[src/rtl/fetch_ctrl.sv]
// fetch_ctrl: PC sequencer with a one-deep in-flight tracker and a 2-entry skid buffer feeding decode.
// Optional macro FETCH_RANGE_CHECK_EN stops fetch and raises fetch_fault once pc >= IMEM_BYTES.
module fetch_ctrl #(
  parameter logic [31:0] RESET_PC   = 32'h0000_0000,
  parameter logic [31:0] IMEM_BYTES = 32'd32
) (
  input  logic        clk,
  input  logic        reset,
  output logic [31:0] imem_pc,
  input  logic [31:0] imem_instr,
  output logic        if_valid,
  output logic [31:0] if_instr,
  output logic [31:0] if_pc,
  output logic [31:0] if_pc_plus4,
  input  logic        id_ready,
  input  logic        redirect,
  input  logic [31:0] redirect_pc,
  output logic        fetch_fault
);

  typedef enum logic {RUN, FAULT} state_e;

  state_e      state_q, state_d;
  logic [31:0] pc_q, pc_d;
  logic        inflight_q, inflight_d;
  logic [31:0] inflight_pc_q, inflight_pc_d;
  logic [1:0]  count_q, count_d;
  logic [31:0] head_instr_q, head_instr_d;
  logic [31:0] head_pc_q, head_pc_d;
  logic [31:0] tail_instr_q, tail_instr_d;
  logic [31:0] tail_pc_q, tail_pc_d;
  logic        fault_q, fault_d;

  logic        pop;
  logic        issue;
  logic        out_of_range;
  logic        range_stop;
  logic [1:0]  count_after_pop;

  assign out_of_range = (pc_q >= IMEM_BYTES);

`ifdef FETCH_RANGE_CHECK_EN
  assign range_stop = out_of_range;
`else
  logic unused_range;
  assign unused_range = out_of_range;
  assign range_stop   = 1'b0;
`endif

  always_comb begin
    pop             = (count_q != 2'd0) & id_ready;
    count_after_pop = count_q - {1'b0, pop};
    issue = !redirect && (state_q == RUN) && !range_stop &&
            (({1'b0, count_after_pop} + {2'b00, inflight_q}) <= 3'd1);

    head_instr_d  = head_instr_q;
    head_pc_d     = head_pc_q;
    tail_instr_d  = tail_instr_q;
    tail_pc_d     = tail_pc_q;
    pc_d          = pc_q;
    inflight_d    = 1'b0;
    inflight_pc_d = inflight_pc_q;
    state_d       = state_q;
    fault_d       = fault_q;

    // Shift on pop first, then the arrival lands at the first free slot after the pop.
    if (pop) begin
      head_instr_d = tail_instr_q;
      head_pc_d    = tail_pc_q;
    end
    if (inflight_q) begin
      if (count_after_pop == 2'd0) begin
        head_instr_d = imem_instr;
        head_pc_d    = inflight_pc_q;
      end else begin
        tail_instr_d = imem_instr;
        tail_pc_d    = inflight_pc_q;
      end
    end
    count_d = count_after_pop + {1'b0, inflight_q};

    if (issue) begin
      pc_d          = pc_q + 32'd4;
      inflight_d    = 1'b1;
      inflight_pc_d = pc_q;
    end

    if ((state_q == RUN) && range_stop && !redirect) begin
      state_d = FAULT;
      fault_d = 1'b1;
    end

    if (redirect) begin
      count_d    = 2'd0;
      inflight_d = 1'b0;
      pc_d       = {redirect_pc[31:2], 2'b00};
      state_d    = RUN;
      fault_d    = 1'b0;
    end
  end

  always_ff @(posedge clk or posedge reset) begin
    if (reset) begin
      state_q       <= RUN;
      pc_q          <= RESET_PC;
      inflight_q    <= 1'b0;
      inflight_pc_q <= '0;
      count_q       <= 2'd0;
      head_instr_q  <= '0;
      head_pc_q     <= '0;
      tail_instr_q  <= '0;
      tail_pc_q     <= '0;
      fault_q       <= 1'b0;
    end else begin
      state_q       <= state_d;
      pc_q          <= pc_d;
      inflight_q    <= inflight_d;
      inflight_pc_q <= inflight_pc_d;
      count_q       <= count_d;
      head_instr_q  <= head_instr_d;
      head_pc_q     <= head_pc_d;
      tail_instr_q  <= tail_instr_d;
      tail_pc_q     <= tail_pc_d;
      fault_q       <= fault_d;
    end
  end

  a_no_overflow: assert property (@(posedge clk) disable iff (reset)
    !(inflight_q && (count_after_pop == 2'd2)));

  assign imem_pc     = pc_q;
  assign if_valid    = (count_q != 2'd0);
  assign if_instr    = head_instr_q;
  assign if_pc       = head_pc_q;
  assign if_pc_plus4 = head_pc_q + 32'd4;
  assign fetch_fault = fault_q;

endmodule

[config.mk]
export PLATFORM = sky130hd
export DESIGN_NAME = fetch_ctrl
export DESIGN_NICKNAME = d
export VERILOG_FILES = /design/src/rtl/fetch_ctrl.sv
export SDC_FILE = /design/constraint.sdc
export NUM_CORES = 1
export LEC_CHECK = 0
export BUFFER_PORTS_ARGS = -buffer_cell sky130_fd_sc_hd__buf_2
export CAP_MARGIN = 10
export CELL_PAD_IN_SITES_DETAIL_PLACEMENT = 1
export CELL_PAD_IN_SITES_GLOBAL_PLACEMENT = 1
export CORE_ASPECT_RATIO = 1.4
export CORE_MARGIN = 8
export CORE_UTILIZATION = 39
export DETAILED_ROUTE_END_ITERATION = 10
export PLACE_DENSITY_LB_ADDON = 0.1
export SYNTH_ARGS = -nofsm -noshare
export SYNTH_HDL_FRONTEND = slang
export SYNTH_SLANG_ARGS = --single-unit
[constraint.sdc]
create_clock -name clk -period 5.02 [get_ports clk]
set_input_delay 0.251 -clock clk [delete_from_list [all_inputs] [get_ports clk]]
set_output_delay 0.251 -clock clk [all_outputs]
set_load 0.01 [all_outputs]
==> results of run 1 <==
layer usage:
metal,track usage (%),vias up
met3,3.71,22
met2,27.7,143
met1,21.8,3249
met4,5.86,0
met5,0,-
li1,-,3081
final cells by class:
type,instances,area [µm²],area share (%)
flip-flops and latches,189,4730,44.2
multi-input cells,537,3950,36.9
repair buffers,201,1040,9.75
clock buffers,22,494,4.62
well taps,301,377,3.52
clock inverters,10,62.6,0.584
inverters,12,48.8,0.456
cell usage after synthesis (2+ instances only):
cell      number
dfrtp_1      189
nand2_1      100
mux2_2        91
o21ai_0       72
mux2i_1       63
xnor2_1       33
clkbuf_1      32
nand3_1       29
xor2_1        19
nor2_1        18
nand4_1       15
a21oi_1       14
inv_1         11
mux2_1        11
and3_1         8
o21ai_1        7
buf_2          6
nor3_1         6
a211oi_2       5
buf_4          5
ha_1           5
buf_6          4
nor2b_1        4
and3b_1        3
nand2b_1       3
a211oi_1       2
a311o_1        2
and2_1         2
and4_1         2
nor4_1         2
or3_1          2
or4_1          2
state kept, by name, indices dropped and copies added, names as in the netlist:
register       flops
inflight_pc_q     30
if_instr          32
inflight_q         1
tail_instr_q      32
count_q            2
tail_pc_q         30
if_pc             32
imem_pc           30
logic make-up after synthesis:
family	after synthesis	share of synthesized area, %
and+or+nand+nor	201	10.5
DFF	189	53.0
muxes	165	19.9
AOI/OAI and AO/OA	111	7.58
buffers and inverters	60	3.15
xor gates and xnor gates	52	5.10
adders and majority gates	5	0.700
other	1	0.0420
worst register-to-register path, cell delays in order, from the launching register on:
cell	delay (ns)
dfrtp_1	0.36
nor2b_1	0.42
o21ai_2	0.16
ha_1	0.30
or4_1	0.53
buf_4	0.26
and2_4	0.21
nor2_4	0.64
mux2_2	0.43
worst min path at each step:
| stage | slack, ns | cells after the start | endpoint |
|---|---|---|---|
| floorplan | 0.37 | 2 | if_instr[0]$_DFF_PP0_ |
| global placement | 0.22 | 2 | tail_instr_q[25]$_DFFE_PP0P_ |
| detailed placement | 0.23 | 2 | tail_instr_q[25]$_DFFE_PP0P_ |
| CTS | 0.003 | 3 | imem_pc[12]$_DFFE_PP0P_ |
| global route | 0.02 | 3 | imem_pc[29]$_DFFE_PP0P_ |
| finish | 0.03 | 3 | imem_pc[12]$_DFFE_PP0P_ |
power by group through the flow:
| stage | clock network, mW | registers [mW] | logic (mW) |
|---|---|---|---|
| 2_1_floorplan | 0 | 2.61 | 1.03 |
| 3_3_place_gp | 0 | 2.61 | 1.73 |
| 3_5_place_dp | 0 | 2.64 | 1.77 |
| 4_1_cts | 1.32 | 2.62 | 1.78 |
| 5_1_grt | 1.38 | 2.71 | 1.93 |
| 6_report | 1.27 | 2.61 | 1.73 |
metrics by stage:
step | cells | worst slack [ns] | total power, mW | instance area (µm²) | hold slack, ns
2_1_floorplan | 786 | 2.33 | 3.63 | 8940 | 0.368
3_3_place_gp | 1239 | 1.60 | 4.34 | 10100 | 0.221
3_5_place_dp | 1239 | 1.53 | 4.42 | 10100 | 0.227
4_1_cts | 1272 | 1.53 | 5.72 | 10700 | 0.00263
5_1_grt | 1272 | 1.34 | 6.02 | 10700 | 0.0243
6_report | 1272 | 1.60 | 5.61 | 10700 | 0.0292
==> out/qor.yml, run 1 <==
worstPathRequired_ns: 5.33
arrival_ns: 3.73
cts-root-buf: "clkbuf_16"
cpLargestDelayFamily: "simple AND/OR/NAND/NOR gates"
seq_area_frac_synth_pct: 53.0
ctsResizeCount: 0
period_needed_ns: 3.42
slew-limit-headroom_pct: 25.4
fin_util_pct: 47.5
ioPinCount: 198
nets: 1031
grt_pass1_wl_um: 37800
cts_setup_buffers: 0
drt-pass1-iter-count: 4
rows: 65
fillers: 2533
drive_above_1_share_pct: 35.1
finalSetupTns_ns: 0
critPathLaunchType: "register"
hold_buffers: 1
final_common_cell: "buf_2"
dieWidth_um: 144
synthTopCellsByArea: "dfrtp_1, mux2_2, mux2i_1"
wl_met1_um: 10000
async_reset_ff_share_pct: 100
avgViaCountPerCell: 5.11
synth_top_flop_cell: "dfrtp_1"
portBuffers: 192
cts_buffer_depth: 2
cp.buffers_inverters: 1
crit_cells: 8
r2r_slack_ns: 1.60
final_max_slew_viol_count: 0
power.density_nw_per_um2: 524
min_path_type: "in -> reg"
routabilityCongestion: 0.780
cpPeakStageDelay_ns: 0.64
antenna_cells: 0
syn2layout_area_growth_pct: 19.9
route.final.wire_length_um: 22900
ys_types: 49
worstReg2RegStart: "count_q[0]$_DFF_PP0_"
syn_inst: 784
drc: 0
syn_area_per_cell_um2: 11.4
hpwl_um: 16300
die_y_um: 195
coreArea_um2: 22500
synth_warnings: 0
rsz0062_at_grt: "no"
worstSetupPathType: "reg -> reg"
die_area_um2: 28100
path_cells: "nor2b_1, o21ai_2, ha_1, or4_1, buf_4, and2_4, nor2_4, mux2_2"
wl_met3_um: 1350
clkPwrFrac_pct: 22.6
mostFrequentLayoutCells: "buf_2, dfrtp_1, nand2_1, mux2_2, o21ai_0"
worstMarginPinSlew_ns: 1.11
synthesis.area_um2: 8930
yosysTopAreaCell: "dfrtp_1"
peakVddDrop_v: 0.000268
maxCapViolations: 0
cellLeakagePower_nw: 5.23
r2r_cells: 8
synth_top_area_share_pct: 53.0
critPathMaxFanout: 31
synth-seq-cells: 189
clock_sinks: 189
wire_per_inst_um: 18.0
max_freq_ghz: 0.292
cp-startpoint: "count_q[0]$_DFF_PP0_"
top_layer: "met4"
internal_power_mw: 3.65
seqPwrFrac_pct: 46.5
period_share_pct: 68.1
wl_met2_um: 11100
finalSetupViolations: 0
status: "completed"
synth_edf_count: 0
rr_endpoint: "inflight_pc_q[19]$_DFFE_PP0P_"
fin_skew_ns: 0.00890
antenna_found_initial: 0
initial_core_util_pct: 39.6
htreeDepth: 4
drt_iter0_markers: 246
first_global_vias: 6802
crit_path_end: "inflight_pc_q[19]$_DFFE_PP0P_"
combPwrFrac_pct: 30.9
p_sw_mw: 1.95
grt.overflow.total: 0
grt_max_degree: 180
cts_tree: "done"
clk_latency_ns: 0.43
numCtsBuffers: 17
critPathSlowestCell: "nor2_4"
ant_nets: 0
hold_viol_final: 0
end_kind: "register"
grt_usage_pct: 17.0
swShare_pct: 34.8
min_from: "redirect_pc[12]"
dr_total_vias: 6495
clk_pin_slew_ns: 0.07
No activity file was read; power rests on OpenSTA's default activity.
==> inputs of run 2 (changes only) <==
Settings changed: CORE_UTILIZATION 39 to 43.
Clock period 5.02 ns to 3.5 ns, I/O delays scaled along.
==> run 2 against run 1 <==
Against the previous run:
- sequential cell count unchanged
- combinational power increased by 49%
- sequential share of layout area decreased by 2.5 points
- core utilization increased by 7.9 points
- clock skew about the same
==> out/qor.yml, run 2 (synthesis results as in run 1) <==
p_sw_mw: 2.93  # was 1.95 mW
coreArea_um2: 20500  # was 22500 µm²
finalSetupTns_ns: 0  # unchanged
fin_skew_ns: 0.00931  # was 0.00890 ns
max_freq_ghz: 0.330  # was 0.292 GHz
critPathMaxFanout: 31  # unchanged
r2r_slack_ns: 0.47  # was 1.60 ns
met3_usage_pct: 3.84  # was 3.71%
antenna_cells: 0  # unchanged
numCtsBuffers: 17  # unchanged
die_area_um2: 25700  # was 28100 µm²
worstSetupPathType: "reg -> reg"  # unchanged
arrival_ns: 3.34  # was 3.73 ns
htreeDepth: 4  # unchanged
drive_above_1_share_pct: 33.2  # was 35.1%
ant_nets: 0  # unchanged
clkPwrFrac_pct: 23.1  # was 22.6%
clk_pin_slew_ns: 0.07  # about the same
r2r_cells: 8  # unchanged
worstPathRequired_ns: 3.81  # was 5.33 ns
final_common_cell: "buf_2"  # unchanged
ioPinCount: 198  # unchanged
drc: 0  # unchanged
setup_slack_ns: 0.470  # was 1.60 ns
period_needed_ns: 3.03  # was 3.42 ns
clk_latency_ns: 0.43  # about the same
internal_power_mw: 5.31  # was 3.65 mW
rr_endpoint: "inflight_pc_q[22]$_DFFE_PP0P_"  # was inflight_pc_q[19]$_DFFE_PP0P_
first_global_vias: 7583  # was 6802
grtUsageMet2_pct: 33.9  # was 27.7%
dr_total_vias: 6806  # was 6495
status: "completed"  # unchanged
end_kind: "register"  # unchanged
avgViaCountPerCell: 5.27  # was 5.11
power.density_nw_per_um2: 726  # was 524 nW/µm²
worst_hold_slack_ns: 0.0869  # was 0.0292 ns
min_from: "redirect_pc[21]"  # was redirect_pc[12]
cp-startpoint: "count_q[0]$_DFF_PP0_"  # unchanged
peakVddDrop_v: 0.000327  # was 0.000268 V
crit_path_end: "inflight_pc_q[22]$_DFFE_PP0P_"  # was inflight_pc_q[19]$_DFFE_PP0P_
swShare_pct: 35.6  # was 34.8%
grt.busiest_layer: "met2"  # unchanged
initial_core_util_pct: 43.6  # was 39.6%
cts_setup_buffers: 0  # unchanged
seqPwrFrac_pct: 45.6  # was 46.5%
worstReg2RegStart: "count_q[0]$_DFF_PP0_"  # unchanged
critPathLaunchType: "register"  # unchanged
wire_per_inst_um: 18.7  # was 18.0 µm
cpPeakStageDelay_ns: 0.63  # was 0.64 ns
cellLeakagePower_nw: 5.53  # was 5.23 nW
die_y_um: 187  # was 195 µm
period_share_pct: 86.6  # was 68.1%
routabilityCongestion: 0.856  # was 0.780
dieWidth_um: 138  # was 144 µm
place_ws_ns: 0.466  # was 1.53 ns
rsz0062_at_grt: "no"  # unchanged
antenna_found_initial: 0  # unchanged
rows: 62  # was 65
mostFrequentLayoutCells: "buf_2, dfrtp_1, nand2_1, mux2_2, o21ai_0"  # unchanged
cts_tree: "done"  # unchanged
cts_buffer_depth: 2  # unchanged
hold_viol_final: 0  # unchanged
use_met1_pct: 23.0  # was 21.8%
worstMarginPinSlew_ns: 1.02  # was 1.11 ns
critPathSlowestCell: "or4_1"  # was nor2_4
route.final.wire_length_um: 24200  # was 22900 µm
path_cells: "nor2b_1, o21ai_2, ha_1, or4_1, and2_4, nor2_4, buf_4, mux2_2"  # was nor2b_1, o21ai_2, ha_1, or4_1, buf_4, and2_4, nor2_4, mux2_2
grt_usage_pct: 19.4  # was 17.0%
portBuffers: 192  # unchanged
grt_max_degree: 127  # was 180
slew-limit-headroom_pct: 32.2  # was 25.4%
hpwl_um: 17200  # was 16300 µm
finalSetupViolations: 0  # unchanged
nets: 1095  # was 1031
combPwrFrac_pct: 31.3  # was 30.9%
drt-pass1-iter-count: 4  # unchanged
drt_iter0_markers: 221  # was 246
final_max_slew_viol_count: 0  # unchanged
min_path_type: "in -> reg"  # unchanged
cts-root-buf: "clkbuf_16"  # unchanged
grt_pass1_wl_um: 39900  # was 37800 µm
maxCapViolations: 0  # unchanged
grt.overflow.total: 0  # unchanged
clock_sinks: 189  # unchanged
syn2layout_area_growth_pct: 27.1  # was 19.9%
-- run 2: changes by cell type in the layout (fill, tap and decap cells not counted), sizes merged --
cell | previous run | this run
dlygate4sd3 | 1 | 62
inv | 12 | 19
clkbuf | 22 | 17
buf | 200 | 203
clkinv | 7 | 5
bufinv | 0 | 1
clkinvlp | 3 | 2
-- run 2: worst min-delay path by stage --
stage | to | slack, ns | cells after the start
finish | imem_pc[21]$_DFFE_PP0P_ | 0.09 | 3
global route | imem_pc[21]$_DFFE_PP0P_ | 0.08 | 3
CTS | imem_pc[21]$_DFFE_PP0P_ | 0.05 | 3
detailed placement | imem_pc[12]$_DFFE_PP0P_ | 0.39 | 3
global placement | if_instr[23]$_DFF_PP0_ | 0.38 | 2
floorplan | if_instr[0]$_DFF_PP0_ | 0.29 | 2
-- run 2: worst max-delay path: cells and delay by family, from the launching register on --
family | cells | cell delay [ns]
AO/OA/AOI/OAI | 1 | 0.16
adder cells (fa/ha/maj) | 1 | 0.30
buffers and inverters | 1 | 0.37
flip-flops | 1 | 0.37
multiplexers | 1 | 0.39
AND/OR/NAND/NOR | 4 | 1.32
-- run 2: layout make-up --
class	count	area, µm²
Clock buffer	17	425
Clock inverter	15	151
Fill cell	2198	9130
Inverter	12	48.8
Multi-Input combinational cell	537	3950
Sequential cell	189	4730
Tap cell	256	320
Timing Repair Buffer	265	1730
-- run 2: metal layers --
layer | vias to the layer above | part of all wire, %
li1 | 3202 | -
met2 | 164 | 52
met5 | - | 0
met3 | 30 | 5.2
met1 | 3410 | 41
met4 | 0 | 2.0
-- run 2: power by group through the flow --
stage / combinational (mW) / clock, mW / sequential, mW
2_1_floorplan: 1.47 / 0 / 3.74
3_3_place_gp: 2.47 / 0 / 3.71
3_5_place_dp: 2.58 / 0 / 3.81
4_1_cts: 2.65 / 1.97 / 3.77
5_1_grt: 2.86 / 2.05 / 3.89
6_report: 2.58 / 1.90 / 3.76
-- run 2: through the flow --
stage	instance area [µm²]	utilization (%)	power, mW	cells
after floorplan	8940	-	5.21	786
after global placement	10200	49.6	6.18	1197
after detailed placement	10200	49.6	6.39	1197
after CTS	11400	55.4	8.38	1291
after global routing	11400	55.4	8.80	1291
final	11400	55.4	8.24	1291
-- run 2: timing repair --
| action | CTS | global route |
|---|---|---|
| endpoints found under the hold margin | 128 | 0 |
| resized for setup | 0 | 0 |
| hold buffers | 62 | 0 |
==> inputs of run 3 (changes only) <==
Settings changed: MAX_ROUTING_LAYER set to met4.
==> run 3 against run 2 <==
Against the previous run:
- clock-buffer cell count stayed put
- total power hardly changed
- sequential power hardly changed
- global-route usage is 0.55 points higher
- non-clock buffer count stayed put
- sequential share of layout area stayed put
- die area stayed put
- via count is 0.62% lower
- worst setup slack better by 0.0016 ns
- highest routed layer unchanged
- first-iteration DRC count is 2.3% higher
- worst hold slack worse by 0.0070 ns
==> out/qor.yml, run 3 (synthesis results as in run 1) <==
status: "completed"  # unchanged
top_layer: "met4"  # unchanged
route.final.wire_length_um: 24300  # was 24200 µm
cts_buffer_depth: 2  # unchanged
rows: 62  # unchanged
period_share_pct: 86.5  # was 86.6%
initial_core_util_pct: 43.6  # unchanged
final_max_slew_viol_count: 0  # unchanged
fin_skew_ns: 0.00958  # was 0.00931 ns
fin_util_pct: 55.4  # unchanged
power.density_nw_per_um2: 726  # about the same
routabilityCongestion: 0.870  # was 0.856
dr_total_vias: 6764  # was 6806
final_common_cell: "buf_2"  # unchanged
antenna_cells: 0  # unchanged
grt.overflow.total: 0  # unchanged
rsz0062_at_grt: "no"  # unchanged
clk_pin_slew_ns: 0.07  # about the same
grt_usage_pct: 19.9  # was 19.4%
rr_endpoint: "inflight_pc_q[25]$_DFFE_PP0P_"  # was inflight_pc_q[22]$_DFFE_PP0P_
grt_max_degree: 127  # unchanged
place_ws_ns: 0.466  # unchanged
critPathLaunchType: "register"  # unchanged
drive_above_1_share_pct: 33.2  # unchanged
clkPwrFrac_pct: 23.1  # about the same
cts-root-buf: "clkbuf_16"  # unchanged
ioPinCount: 198  # unchanged
cpPeakStageDelay_ns: 0.63  # about the same
ant_nets: 0  # unchanged
seq_area_um2: 4730  # unchanged
wl_met1_um: 10200  # was 9790 µm
portBuffers: 192  # unchanged
cellLeakagePower_nw: 5.53  # unchanged
path_cells: "nor2b_1, o21ai_2, ha_1, or4_1, and2_4, nor2_4, buf_4, mux2_2"  # unchanged
min_path_type: "in -> reg"  # unchanged
hold_viol_final: 0  # unchanged
cp-startpoint: "count_q[0]$_DFF_PP0_"  # unchanged
critPathMaxFanout: 31  # unchanged
crit_cells: 8  # unchanged
antenna_found_initial: 0  # unchanged
max_freq_ghz: 0.330  # about the same
nets: 1095  # unchanged
htreeDepth: 4  # unchanged
combPwrFrac_pct: 31.3  # about the same
power_mw: 8.24  # about the same
worst_hold_slack_ns: 0.0799  # was 0.0869 ns
wl_met3_um: 941  # was 1250 µm
finalSetupViolations: 0  # unchanged
ctsResizeCount: 0  # unchanged
drt_iter0_markers: 226  # was 221
dieWidth_um: 138  # unchanged
wl_met2_um: 12600  # about the same
drc: 0  # unchanged
die_y_um: 187  # unchanged
p_sw_mw: 2.93  # about the same
fillers: 2198  # unchanged
worstPathRequired_ns: 3.81  # about the same
first_global_vias: 7576  # was 7583
mostFrequentLayoutCells: "buf_2, dfrtp_1, nand2_1, mux2_2, o21ai_0"  # unchanged
numCtsBuffers: 17  # unchanged
internal_power_mw: 5.31  # about the same
cts_tree: "done"  # unchanged
drt-pass1-iter-count: 4  # unchanged
worstSetupPathType: "reg -> reg"  # unchanged
coreArea_um2: 20500  # unchanged
critPathSlowestCell: "or4_1"  # unchanged
finalSetupTns_ns: 0  # unchanged
clk_latency_ns: 0.43  # about the same
r2r_slack_ns: 0.47  # about the same
end_kind: "register"  # unchanged
wire_per_inst_um: 18.8  # was 18.7 µm
cpLargestDelayFamily: "simple AND/OR/NAND/NOR gates"  # unchanged
slew-limit-headroom_pct: 31.5  # was 32.2%
cp.buffers_inverters: 1  # unchanged
worstMarginPinSlew_ns: 1.03  # was 1.02 ns
seqPwrFrac_pct: 45.6  # about the same
avgViaCountPerCell: 5.24  # was 5.27
clock_sinks: 189  # unchanged
arrival_ns: 3.34  # about the same
setup_slack_ns: 0.472  # was 0.470 ns
multi_input_area_um2: 3950  # unchanged
grt_pass1_wl_um: 40000  # was 39900 µm
hpwl_um: 17200  # unchanged
r2r_cells: 8  # unchanged
crit_path_end: "inflight_pc_q[25]$_DFFE_PP0P_"  # was inflight_pc_q[22]$_DFFE_PP0P_
swShare_pct: 35.6  # about the same
die_area_um2: 25700  # unchanged
syn2layout_area_growth_pct: 27.1  # unchanged
period_needed_ns: 3.03  # about the same
worstReg2RegStart: "count_q[0]$_DFF_PP0_"  # unchanged
peakVddDrop_v: 0.000327  # about the same
maxCapViolations: 0  # unchanged
[run 3: how the worst min path moves through the flow]
stage	start	cells past startpoint	slack, ns	end
final	redirect_pc[21]	3	0.08	imem_pc[21]$_DFFE_PP0P_
after CTS	redirect_pc[21]	3	0.05	imem_pc[21]$_DFFE_PP0P_
after global placement	reset	2	0.38	if_instr[23]$_DFF_PP0_
after global routing	redirect_pc[21]	3	0.08	imem_pc[21]$_DFFE_PP0P_
after floorplan	imem_instr[0]	2	0.29	if_instr[0]$_DFF_PP0_
after detailed placement	redirect_pc[12]	3	0.39	imem_pc[12]$_DFFE_PP0P_
[run 3: per-stage QoR]
stage	area (µm²)	cells
after floorplan	8940	786
after global placement	10200	1197
after detailed placement	10200	1197
after CTS	11400	1291
after global routing	11400	1291
final	11400	1291
[run 3: repair_timing]
action                                 CTS  global route
setup buffers                            0             0
hold buffers                            62             0
endpoints found under the hold margin  128             0
[run 3: worst reg2reg max path: stages (launching register included)]
cell     delay [ns]
dfrtp_1        0.37
nor2b_1        0.41
o21ai_2        0.16
ha_1           0.30
or4_1          0.63
and2_4         0.21
nor2_4         0.07
buf_4          0.37
mux2_2         0.39
[run 3: area by class of cell]
| class | instances | share of cell area (%) |
|---|---|---|
| timing repair buffer | 265 | 15.2 |
| tap | 256 | 2.82 |
| multi-input combinational | 537 | 34.8 |
| inverter | 12 | 0.430 |
| clock inverter | 15 | 1.33 |
| sequential | 189 | 41.7 |
| clock buffer | 17 | 3.75 |
[run 3: power by group through the flow]
stage	Clock, mW	Sequential [mW]	Combinational, mW
finish	1.90	3.76	2.58
global route	2.05	3.89	2.86
CTS	1.97	3.77	2.65
detailed placement	0	3.81	2.58
global placement	0	3.71	2.47
floorplan	0	3.74	1.47
[run 3: per-layer routing]
| layer | global-route usage, % | up-vias |
|---|---|---|
| li1 | - | 3198 |
| met1 | 23.5 | 3384 |
| met2 | 33.9 | 152 |
| met3 | 3.01 | 30 |
| met4 | 6.18 | 0 |
| met5 | - | - |
